===== config.mk =====
export PLATFORM = sky130hd
export DESIGN_NAME = regfile_write_arbiter_flat
export DESIGN_NICKNAME = d
export VERILOG_FILES = /design/src/rtl/regfile_write_arbiter_if.sv /design/src/rtl/regfile_write_arbiter.sv /design/src/flat_wrapper.sv
export SDC_FILE = /design/constraint.sdc
export NUM_CORES = 1
export LEC_CHECK = 0
export ABC_AREA = 1
export ABC_CLOCK_PERIOD_IN_PS = 2400
export CELL_PAD_IN_SITES_DETAIL_PLACEMENT = 1
export CELL_PAD_IN_SITES_GLOBAL_PLACEMENT = 1
export CORE_MARGIN = 2
export CORE_UTILIZATION = 48
export CTS_CLUSTER_SIZE = 8
export DETAILED_ROUTE_END_ITERATION = 8
export DONT_BUFFER_PORTS = 1
export PLACE_DENSITY = 0.9
export SLEW_MARGIN = 20
export SYNTH_ARGS = -nofsm -noshare
export SYNTH_HDL_FRONTEND = slang
export SYNTH_SLANG_ARGS = --single-unit
export TNS_END_PERCENT = 50

===== constraint.sdc =====
create_clock -name clock -period 2.4 [get_ports clock]
set_input_delay 0.36 -clock clock [delete_from_list [all_inputs] [get_ports clock]]
set_output_delay 0.36 -clock clock [all_outputs]
set_load 0.02 [all_outputs]

===== src/rtl/regfile_write_arbiter_if.sv =====
`default_nettype none
// ============================================================================
//  Module      : regfile_write_arbiter_if
//  Description : Handshake and register-file write bundle for the write-port
//                arbiter. The requester side (master) drives the two request
//                channels and observes readies plus the registered write-port
//                controls. The arbiter side (slave) drives the readies and
//                the write-port controls.
//  Signals     : req_valid_x/req_reg_x/req_data_x/req_ready_x (x = a, b),
//                ctrl_writeEnable, ctrl_writeReg, data_writeReg, last_grant
//  Revision    : 1.0 - initial release
// ============================================================================
interface regfile_write_arbiter_if #(
  parameter int DATA_WIDTH = 32,
  parameter int REG_BITS   = 5
);
  logic                  req_valid_a;
  logic [REG_BITS-1:0]   req_reg_a;
  logic [DATA_WIDTH-1:0] req_data_a;
  logic                  req_ready_a;

  logic                  req_valid_b;
  logic [REG_BITS-1:0]   req_reg_b;
  logic [DATA_WIDTH-1:0] req_data_b;
  logic                  req_ready_b;

  logic                  ctrl_writeEnable;
  logic [REG_BITS-1:0]   ctrl_writeReg;
  logic [DATA_WIDTH-1:0] data_writeReg;
  logic                  last_grant;

  modport master (
    output req_valid_a, req_reg_a, req_data_a,
    output req_valid_b, req_reg_b, req_data_b,
    input  req_ready_a, req_ready_b,
    input  ctrl_writeEnable, ctrl_writeReg, data_writeReg, last_grant
  );

  modport slave (
    input  req_valid_a, req_reg_a, req_data_a,
    input  req_valid_b, req_reg_b, req_data_b,
    output req_ready_a, req_ready_b,
    output ctrl_writeEnable, ctrl_writeReg, data_writeReg, last_grant
  );
endinterface
`default_nettype wire


===== src/rtl/regfile_write_arbiter.sv =====
`default_nettype none
// ============================================================================
//  Module      : regfile_write_arbiter
//  Description : Shares the single register-file write port between two
//                writeback requesters. Each port owns a one-entry holding
//                buffer; a round-robin arbiter issues one buffered write per
//                cycle onto registered write-port controls. Writes to
//                register 0 complete their handshake but raise no strobe.
//  Ports       : clock      - rising-edge clock
//                ctrl_reset - synchronous active-high reset
//                bus        - slave side of regfile_write_arbiter_if
//                             (request channels A/B, write-port controls,
//                             last_grant)
//  Revision    : 1.0 - initial release
// ============================================================================
module regfile_write_arbiter #(
  parameter int DATA_WIDTH    = 32,
  parameter int REG_BITS      = 5,
  parameter int PRIORITY_INIT = 0
) (
  input  wire                     clock,
  input  wire                     ctrl_reset,
  regfile_write_arbiter_if.slave  bus
);

  // Reset value of last_grant: the opposite of the port that should win the
  // first tie.
  localparam logic C_LAST_GRANT_RST = (PRIORITY_INIT == 0) ? 1'b1 : 1'b0;

  // Holding buffers
  logic                  full_a_q, full_a_d;
  logic [REG_BITS-1:0]   reg_a_q,  reg_a_d;
  logic [DATA_WIDTH-1:0] data_a_q, data_a_d;
  logic                  full_b_q, full_b_d;
  logic [REG_BITS-1:0]   reg_b_q,  reg_b_d;
  logic [DATA_WIDTH-1:0] data_b_q, data_b_d;

  // Arbiter history and registered write-port controls
  logic                  last_grant_q, last_grant_d;
  logic                  we_q,    we_d;
  logic [REG_BITS-1:0]   wreg_q,  wreg_d;
  logic [DATA_WIDTH-1:0] wdata_q, wdata_d;

  logic grant_a, grant_b;
  logic ready_a, ready_b;
  logic accept_a, accept_b;

  // Round-robin grant over the buffers: on a tie the port that did not win
  // last time is served.
  always_comb begin
    grant_a = full_a_q && (!full_b_q || last_grant_q);
    grant_b = full_b_q && (!full_a_q || !last_grant_q);
  end

  // A buffer being drained this edge can be refilled in the same edge, which
  // is what lets a single streaming port sustain one write per cycle.
  always_comb begin
    ready_a  = !ctrl_reset && (!full_a_q || grant_a);
    ready_b  = !ctrl_reset && (!full_b_q || grant_b);
    accept_a = bus.req_valid_a && ready_a;
    accept_b = bus.req_valid_b && ready_b;
  end

  always_comb begin
    full_a_d     = full_a_q;
    reg_a_d      = reg_a_q;
    data_a_d     = data_a_q;
    full_b_d     = full_b_q;
    reg_b_d      = reg_b_q;
    data_b_d     = data_b_q;
    last_grant_d = last_grant_q;
    we_d         = 1'b0;
    wreg_d       = wreg_q;
    wdata_d      = wdata_q;

    // Buffer A: a new accept overrides the drain-clear
    if (accept_a) begin
      full_a_d = 1'b1;
      reg_a_d  = bus.req_reg_a;
      data_a_d = bus.req_data_a;
    end else if (grant_a) begin
      full_a_d = 1'b0;
    end

    // Buffer B
    if (accept_b) begin
      full_b_d = 1'b1;
      reg_b_d  = bus.req_reg_b;
      data_b_d = bus.req_data_b;
    end else if (grant_b) begin
      full_b_d = 1'b0;
    end

    // Issue: register 0 still loads the index/data but never strobes
    if (grant_a) begin
      last_grant_d = 1'b0;
      we_d         = (reg_a_q != '0);
      wreg_d       = reg_a_q;
      wdata_d      = data_a_q;
    end else if (grant_b) begin
      last_grant_d = 1'b1;
      we_d         = (reg_b_q != '0);
      wreg_d       = reg_b_q;
      wdata_d      = data_b_q;
    end
  end

  always_ff @(posedge clock) begin
    if (ctrl_reset) begin
      full_a_q     <= 1'b0;
      reg_a_q      <= '0;
      data_a_q     <= '0;
      full_b_q     <= 1'b0;
      reg_b_q      <= '0;
      data_b_q     <= '0;
      last_grant_q <= C_LAST_GRANT_RST;
      we_q         <= 1'b0;
      wreg_q       <= '0;
      wdata_q      <= '0;
    end else begin
      full_a_q     <= full_a_d;
      reg_a_q      <= reg_a_d;
      data_a_q     <= data_a_d;
      full_b_q     <= full_b_d;
      reg_b_q      <= reg_b_d;
      data_b_q     <= data_b_d;
      last_grant_q <= last_grant_d;
      we_q         <= we_d;
      wreg_q       <= wreg_d;
      wdata_q      <= wdata_d;
    end
  end

  assign bus.req_ready_a      = ready_a;
  assign bus.req_ready_b      = ready_b;
  assign bus.ctrl_writeEnable = we_q;
  assign bus.ctrl_writeReg    = wreg_q;
  assign bus.data_writeReg    = wdata_q;
  assign bus.last_grant       = last_grant_q;

endmodule
`default_nettype wire


===== src/flat_wrapper.sv =====
// flat-port wrapper written by rule: the top's interface ports become plain ports
module regfile_write_arbiter_flat 
#(
  parameter int DATA_WIDTH    = 32,
  parameter int REG_BITS      = 5,
  parameter int PRIORITY_INIT = 0
)
  (clock, ctrl_reset, bus_req_valid_a, bus_req_reg_a, bus_req_data_a, bus_req_valid_b, bus_req_reg_b, bus_req_data_b, bus_req_ready_a, bus_req_ready_b, bus_ctrl_writeEnable, bus_ctrl_writeReg, bus_data_writeReg, bus_last_grant);
  regfile_write_arbiter_if #(.DATA_WIDTH(DATA_WIDTH), .REG_BITS(REG_BITS)) bus_i ();
  input  wire clock;
  input  wire ctrl_reset;
  input wire logic [$bits(bus_i.req_valid_a)-1:0] bus_req_valid_a;
  input wire logic [$bits(bus_i.req_reg_a)-1:0] bus_req_reg_a;
  input wire logic [$bits(bus_i.req_data_a)-1:0] bus_req_data_a;
  input wire logic [$bits(bus_i.req_valid_b)-1:0] bus_req_valid_b;
  input wire logic [$bits(bus_i.req_reg_b)-1:0] bus_req_reg_b;
  input wire logic [$bits(bus_i.req_data_b)-1:0] bus_req_data_b;
  output wire logic [$bits(bus_i.req_ready_a)-1:0] bus_req_ready_a;
  output wire logic [$bits(bus_i.req_ready_b)-1:0] bus_req_ready_b;
  output wire logic [$bits(bus_i.ctrl_writeEnable)-1:0] bus_ctrl_writeEnable;
  output wire logic [$bits(bus_i.ctrl_writeReg)-1:0] bus_ctrl_writeReg;
  output wire logic [$bits(bus_i.data_writeReg)-1:0] bus_data_writeReg;
  output wire logic [$bits(bus_i.last_grant)-1:0] bus_last_grant;
  assign bus_i.req_valid_a = bus_req_valid_a;
  assign bus_i.req_reg_a = bus_req_reg_a;
  assign bus_i.req_data_a = bus_req_data_a;
  assign bus_i.req_valid_b = bus_req_valid_b;
  assign bus_i.req_reg_b = bus_req_reg_b;
  assign bus_i.req_data_b = bus_req_data_b;
  assign bus_req_ready_a = bus_i.req_ready_a;
  assign bus_req_ready_b = bus_i.req_ready_b;
  assign bus_ctrl_writeEnable = bus_i.ctrl_writeEnable;
  assign bus_ctrl_writeReg = bus_i.ctrl_writeReg;
  assign bus_data_writeReg = bus_i.data_writeReg;
  assign bus_last_grant = bus_i.last_grant;
  regfile_write_arbiter #(.DATA_WIDTH(DATA_WIDTH), .REG_BITS(REG_BITS), .PRIORITY_INIT(PRIORITY_INIT)) u_core (.clock(clock), .ctrl_reset(ctrl_reset), .bus(bus_i));
endmodule

* After elaboration in Yosys (flattened, before gate mapping) *
Cells that the tools add are included.

cells by class
  muxes and demuxes = 12
  reduce and logical (&&, ||, !) cells = 19

operators with widths
  operator           number
  $mux 32            2
  $mux 5             2
  $reduce_bool 5->1  2
  $mux 1             8
  $logic_and 1x1->1  6
  $reduce_bool 2->1  3
  $logic_not 1->1    4
  $logic_or 1x1->1   4

storage, ports and cells
  bits in registers = 115
  bits of input ports = 78

* Depth between registers and ports, before layout *
  word-level depth = 7
  depth in mapped cells = 9
  gate-level depth less buffers = 8

* Worst setup path after synthesis *
Ideal clock, no wire load.

  kind = reg2out
  start = reg u_core.last_grant_q, in the netlist u_core.bus.last_grant
  end = out bus_req_ready_a
  arrival time = 953 ps
  required time = 2040 ps
  path slack = 1087 ps
  cell stages (with the launch flop) = 6
  buffers on the path = 1
  cell sequence = dfxtp_1 -> inv_2 -> nand3_1 -> nand2_1 -> inv_1 -> buf_2

between the ends
  word-level cells in the longest chain between the ends = 4

ends and longest elaborated chain
  what                    line                          source
  from (decl)             regfile_write_arbiter.sv:39   logic last_grant_q, last_grant_d;
  from (signal assigned)  regfile_write_arbiter.sv:127  last_grant_q <= last_grant_d;
  $logic_or 1x1->1        regfile_write_arbiter.sv:51   grant_a = full_a_q && (!full_b_q || last_grant_q);
  $logic_and 1x1->1       regfile_write_arbiter.sv:51
  $logic_or 1x1->1        regfile_write_arbiter.sv:58   ready_a = !ctrl_reset && (!full_a_q || grant_a);
  $logic_and 1x1->1       regfile_write_arbiter.sv:58
  to (decl)               flat_wrapper.sv:18            output wire logic [$bits(bus_i.req_ready_a)-1:0] bus_req_ready_a;

Every way passes these cells.

* Worst setup path in the final report *
  start = reg u_core.full_a_q
  end = reg u_core.reg_a_q[1]

between the ends
  word-level cells in the longest chain between the ends = 4
  elaborated cells between the ends (all ways) = 5
  classes of those cells = 5 x reduce/logical

ends and longest elaborated chain
  what                                                         line                                                      source
  from (decl)                                                  regfile_write_arbiter.sv:31                               logic full_a_q, full_a_d;
  from (signal assigned)                                       regfile_write_arbiter.sv:121                              full_a_q <= full_a_d;
  $logic_not 1->1 / $logic_and 1x1->1 (equally long branches)  regfile_write_arbiter.sv:58, regfile_write_arbiter.sv:51
  $logic_or 1x1->1 (*)                                         regfile_write_arbiter.sv:58
  $logic_and 1x1->1 (*)                                        regfile_write_arbiter.sv:58
  $logic_and 1x1->1 (*)                                        regfile_write_arbiter.sv:60                               accept_a = bus.req_valid_a && ready_a;
  to (signal assigned)                                         regfile_write_arbiter.sv:122                              reg_a_q <= reg_a_d;
  to (decl)                                                    regfile_write_arbiter.sv:32                               logic [REG_BITS-1:0] reg_a_q, reg_a_d;

Every way passes the cells marked *; elsewhere a longest branch is shown, timed or not.
A chain may end at the register's enable or synchronous reset.

==> summary.md <==
| Metric | Value |
|---|---|
| Register area share after synthesis | `a little under half` |
| Post-Layout Inst Area | `6766 um2` |
| Switch share | `roughly 28%` |
| Global route overflow | `0` |
| Total Wirelength | `27480 um` |
| Initial Util | `49.97%` |
| H-tree depth | `4` |
| Number of global-route vias before repair | `6359` |
| Combinational group share of total power | `a little under an eighth` |
| CTS Buffer Depth | `2` |
| Total GRT Usage | `42.28%` |
| First-pass GRT wire length | `35580 um` |
| Antenna violations before repair | `1` |
| Final min period | `about 2.6 ns` |
| Yosys cell types | `15` |
| Crit path DAT | `3.00 ns` |
| Pint | `4.376 mW` |
| Critical path class | `register to register` |
| Core Footprint | `9864 um2` |
| Yosys reg bits | `roughly 120` |
| Sequential Power Share | `37.0%` |
| Post-route clock period utilization | `107.4%` |
| Worst r2r path cells | `8` |
| Hold slack final | `0.02693 ns` |
| Placer Congestion | `0.7721` |
| Clk sinks | `between 100 and 150` |
| Vias/cell | `6.705` |
| Cells after Synth | `between 600 and 700` |
| Commonest cells after routing, fill and taps aside | `194 x nand2_1, 187 x nand3_1, 119 x dlygate4sd3_1` |
| Placed cell area | `approximately 4900 um2` |
| FP Rows | `36` |
| Die Span X | `105.3 um` |
| ANT nets after route | `0` |
| DP HPWL | `8985 um` |
| Worst-Margin Slew | `1.078 ns` |
| Die footprint | `11100 um2` |
| I/O Buffers | `0` |
| DR vias | `6189` |
| Pre-Repair DR Iteration Count | `8` |
| Peak Freq | `approximately 390 MHz` |
| YS warnings | `0` |
| Clock power frac | `51.2%` |
| Post-synth design cell area | `4930 um2` |
| Layout cells sized above 1 | `6.210%` |
| IO Pins | `119` |
| Crit. End Element | `register` |
| Final worst slack | `-0.1769 ns` |
| Net count reported at finish | `855` |
| Root buffer cell | `clkbuf_8` |
| Commonest non-fill, non-tap cell in the layout | `nand2_1` |
| Synth Area per Inst | `7.176 um2` |
| Outcome | `finished, violations left` |
| Die H | `105.3 um` |
| Final Hold Viols | `0` |
| Clk slew on worst S/H paths | `0.07 ns` |
| Crit path required time | `approximately 2.8 ns` |
| Hold/Removal Path Class | `input port to register` |
| TritonCTS Buffers | `17` |
| Slew margin rel. | `roughly 28%` |
| Startpoint types | `register` |
| Register-to-register setup slack | `-0.18 ns` |
| Peak supply drop | `0.0006750 V` |
| Worst R2R End | `u_core.reg_a_q[1]` |
| Critical R2R Launch | `u_core.full_a_q` |
| Slew Viols, Final | `0` |
| Worst-path fanout max | `27` |
| CTS tree | `done` |
| Total of max-cap violations | `0` |
| Final setup violation count | `31` |
| Area grow syn2layout | `37.26%` |
| Residual DRC count | `0` |
| Setup crit end | `u_core.reg_a_q[1]` |
| Crit path from | `u_core.full_a_q` |
| Syn nets | `765` |
| Power Density | `898.6 nW/um2` |
| P_sw | `1.704 mW` |
| Clk_lat worst skew | `0.56 ns` |
| Largest net degree at the start of global routing | `around 110` |
| WL/cell | `29.77 um` |
| Worst-case clock skew | `about 0.0097 ns` |
| 1st-iter DRT viols | `896` |
| Leak | `between 3 and 4 nW` |
| Violated checks | `negative setup slack` |
## timing repair
item / CTS / global route
hold buffers: 119 / 0
hold endpoints to repair: 72 / 0
setup endpoints to repair: 0 / 50
setup buffers: 0 / 2
gates resized for setup: 0 / 4
## registers in the layout, indices dropped and copies added, names as in the netlist
| name | count |
|---|---|
| u_core.reg_b_q | 5 |
| u_core.bus.ctrl_writeReg | 5 |
| u_core.bus.ctrl_writeEnable | 1 |
| u_core.full_a_q | 1 |
| u_core.full_b_q | 1 |
| u_core.bus.last_grant | 1 |
| u_core.data_a_q | 32 |
| u_core.data_b_q | 32 |
| u_core.reg_a_q | 5 |
| u_core.bus.data_writeReg | 32 |
## per-layer routing
layer | vias to the layer above | GRT usage, % | wire (um)
met3 | 215 | 13.61 | 3051
met1 | 2901 | 44.22 | 9115
met2 | 642 | 73.36 | 13080
met4 | 0 | 25.90 | 2231
met5 | - | 0 | 0
li1 | 2431 | - | -
## cell type report
type                    count  area, um2
inverters                   9      35.03
flip-flops and latches    115       2307
fillers                  1147       3098
clock inverters            11      230.2
repair buffers            130       1285
well taps                 133      166.4
multi-input cells         504       2295
diodes                      1      2.502
clock buffers              20      445.4
## critical path, stage by stage (launching register included)
cell and delay (ns):
dfxtp_4 0.48, buf_8 0.25, nand3_1 0.27, nand2_1 0.23
inv_1 0.10, buf_4 0.24, nand3_1 0.14, dlygate4sd3_1 0.62
nand2_1 0.10
## power groups by stage
stage	Clock (mW)	Combinational (mW)	Sequential [mW]
2_1_floorplan	0	0.370	2.22
3_3_place_gp	0	0.396	2.24
3_5_place_dp	0	0.419	2.25
4_1_cts	2.95	0.580	2.21
5_1_grt	3.15	0.744	2.25
6_report	3.11	0.717	2.25
## logic make-up (layout without fill, tap and decap cells)
logic type / count (synthesis) / count (layout) / synth area share [%]
other: 0 / 1 / 0
AOI/OAI and AO/OA: 4 / 4 / 0.4568
DFF: 115 / 115 / 46.70
and+or+nand+nor: 500 / 500 / 45.89
buffers and inverters: 68 / 170 / 6.954
## synth_stat cells
cell,n,area (um2)
nand2_2,1,6.260
nor2_1,77,289.0
clkbuf_1,6,22.52
nand3_1,189,945.9
buf_2,34,170.2
a21oi_1,3,15.01
buf_1,8,30.03
nand3b_1,39,292.8
o211ai_1,1,7.510
dfxtp_1,115,2302
buf_6,1,11.26
nand2_1,194,728.2
buf_4,10,75.07
inv_1,6,22.52
inv_2,3,11.26
## worst min-delay path by stage
stage                            start                          end  slack (ns)  cells after the start
floorplan                   ctrl_reset  u_core.bus.ctrl_writeEnable        0.43                      1
global placement            ctrl_reset              u_core.full_a_q        0.43                      1
detailed placement          ctrl_reset              u_core.full_a_q        0.43                      1
CTS                 bus_req_data_b[16]          u_core.data_b_q[16]       0.005                      2
global route        bus_req_data_a[25]          u_core.data_a_q[25]        0.02                      2
finish              bus_req_data_a[25]          u_core.data_a_q[25]        0.03                      2
## stage by stage
stage	std cells	worst slack [ns]	total power [mW]	TNS (ns)	util, %
floorplan	687	1.087	2.587	0	-
global placement	770	0.4818	2.639	0	49.34
detailed placement	770	0.3614	2.671	0	49.34
CTS	920	0.05127	5.743	0	68.26
global route	923	-0.09135	6.146	-0.4785	68.59
finish	923	-0.1769	6.080	-2.154	68.59
Power figures use the tool's default switching activity.
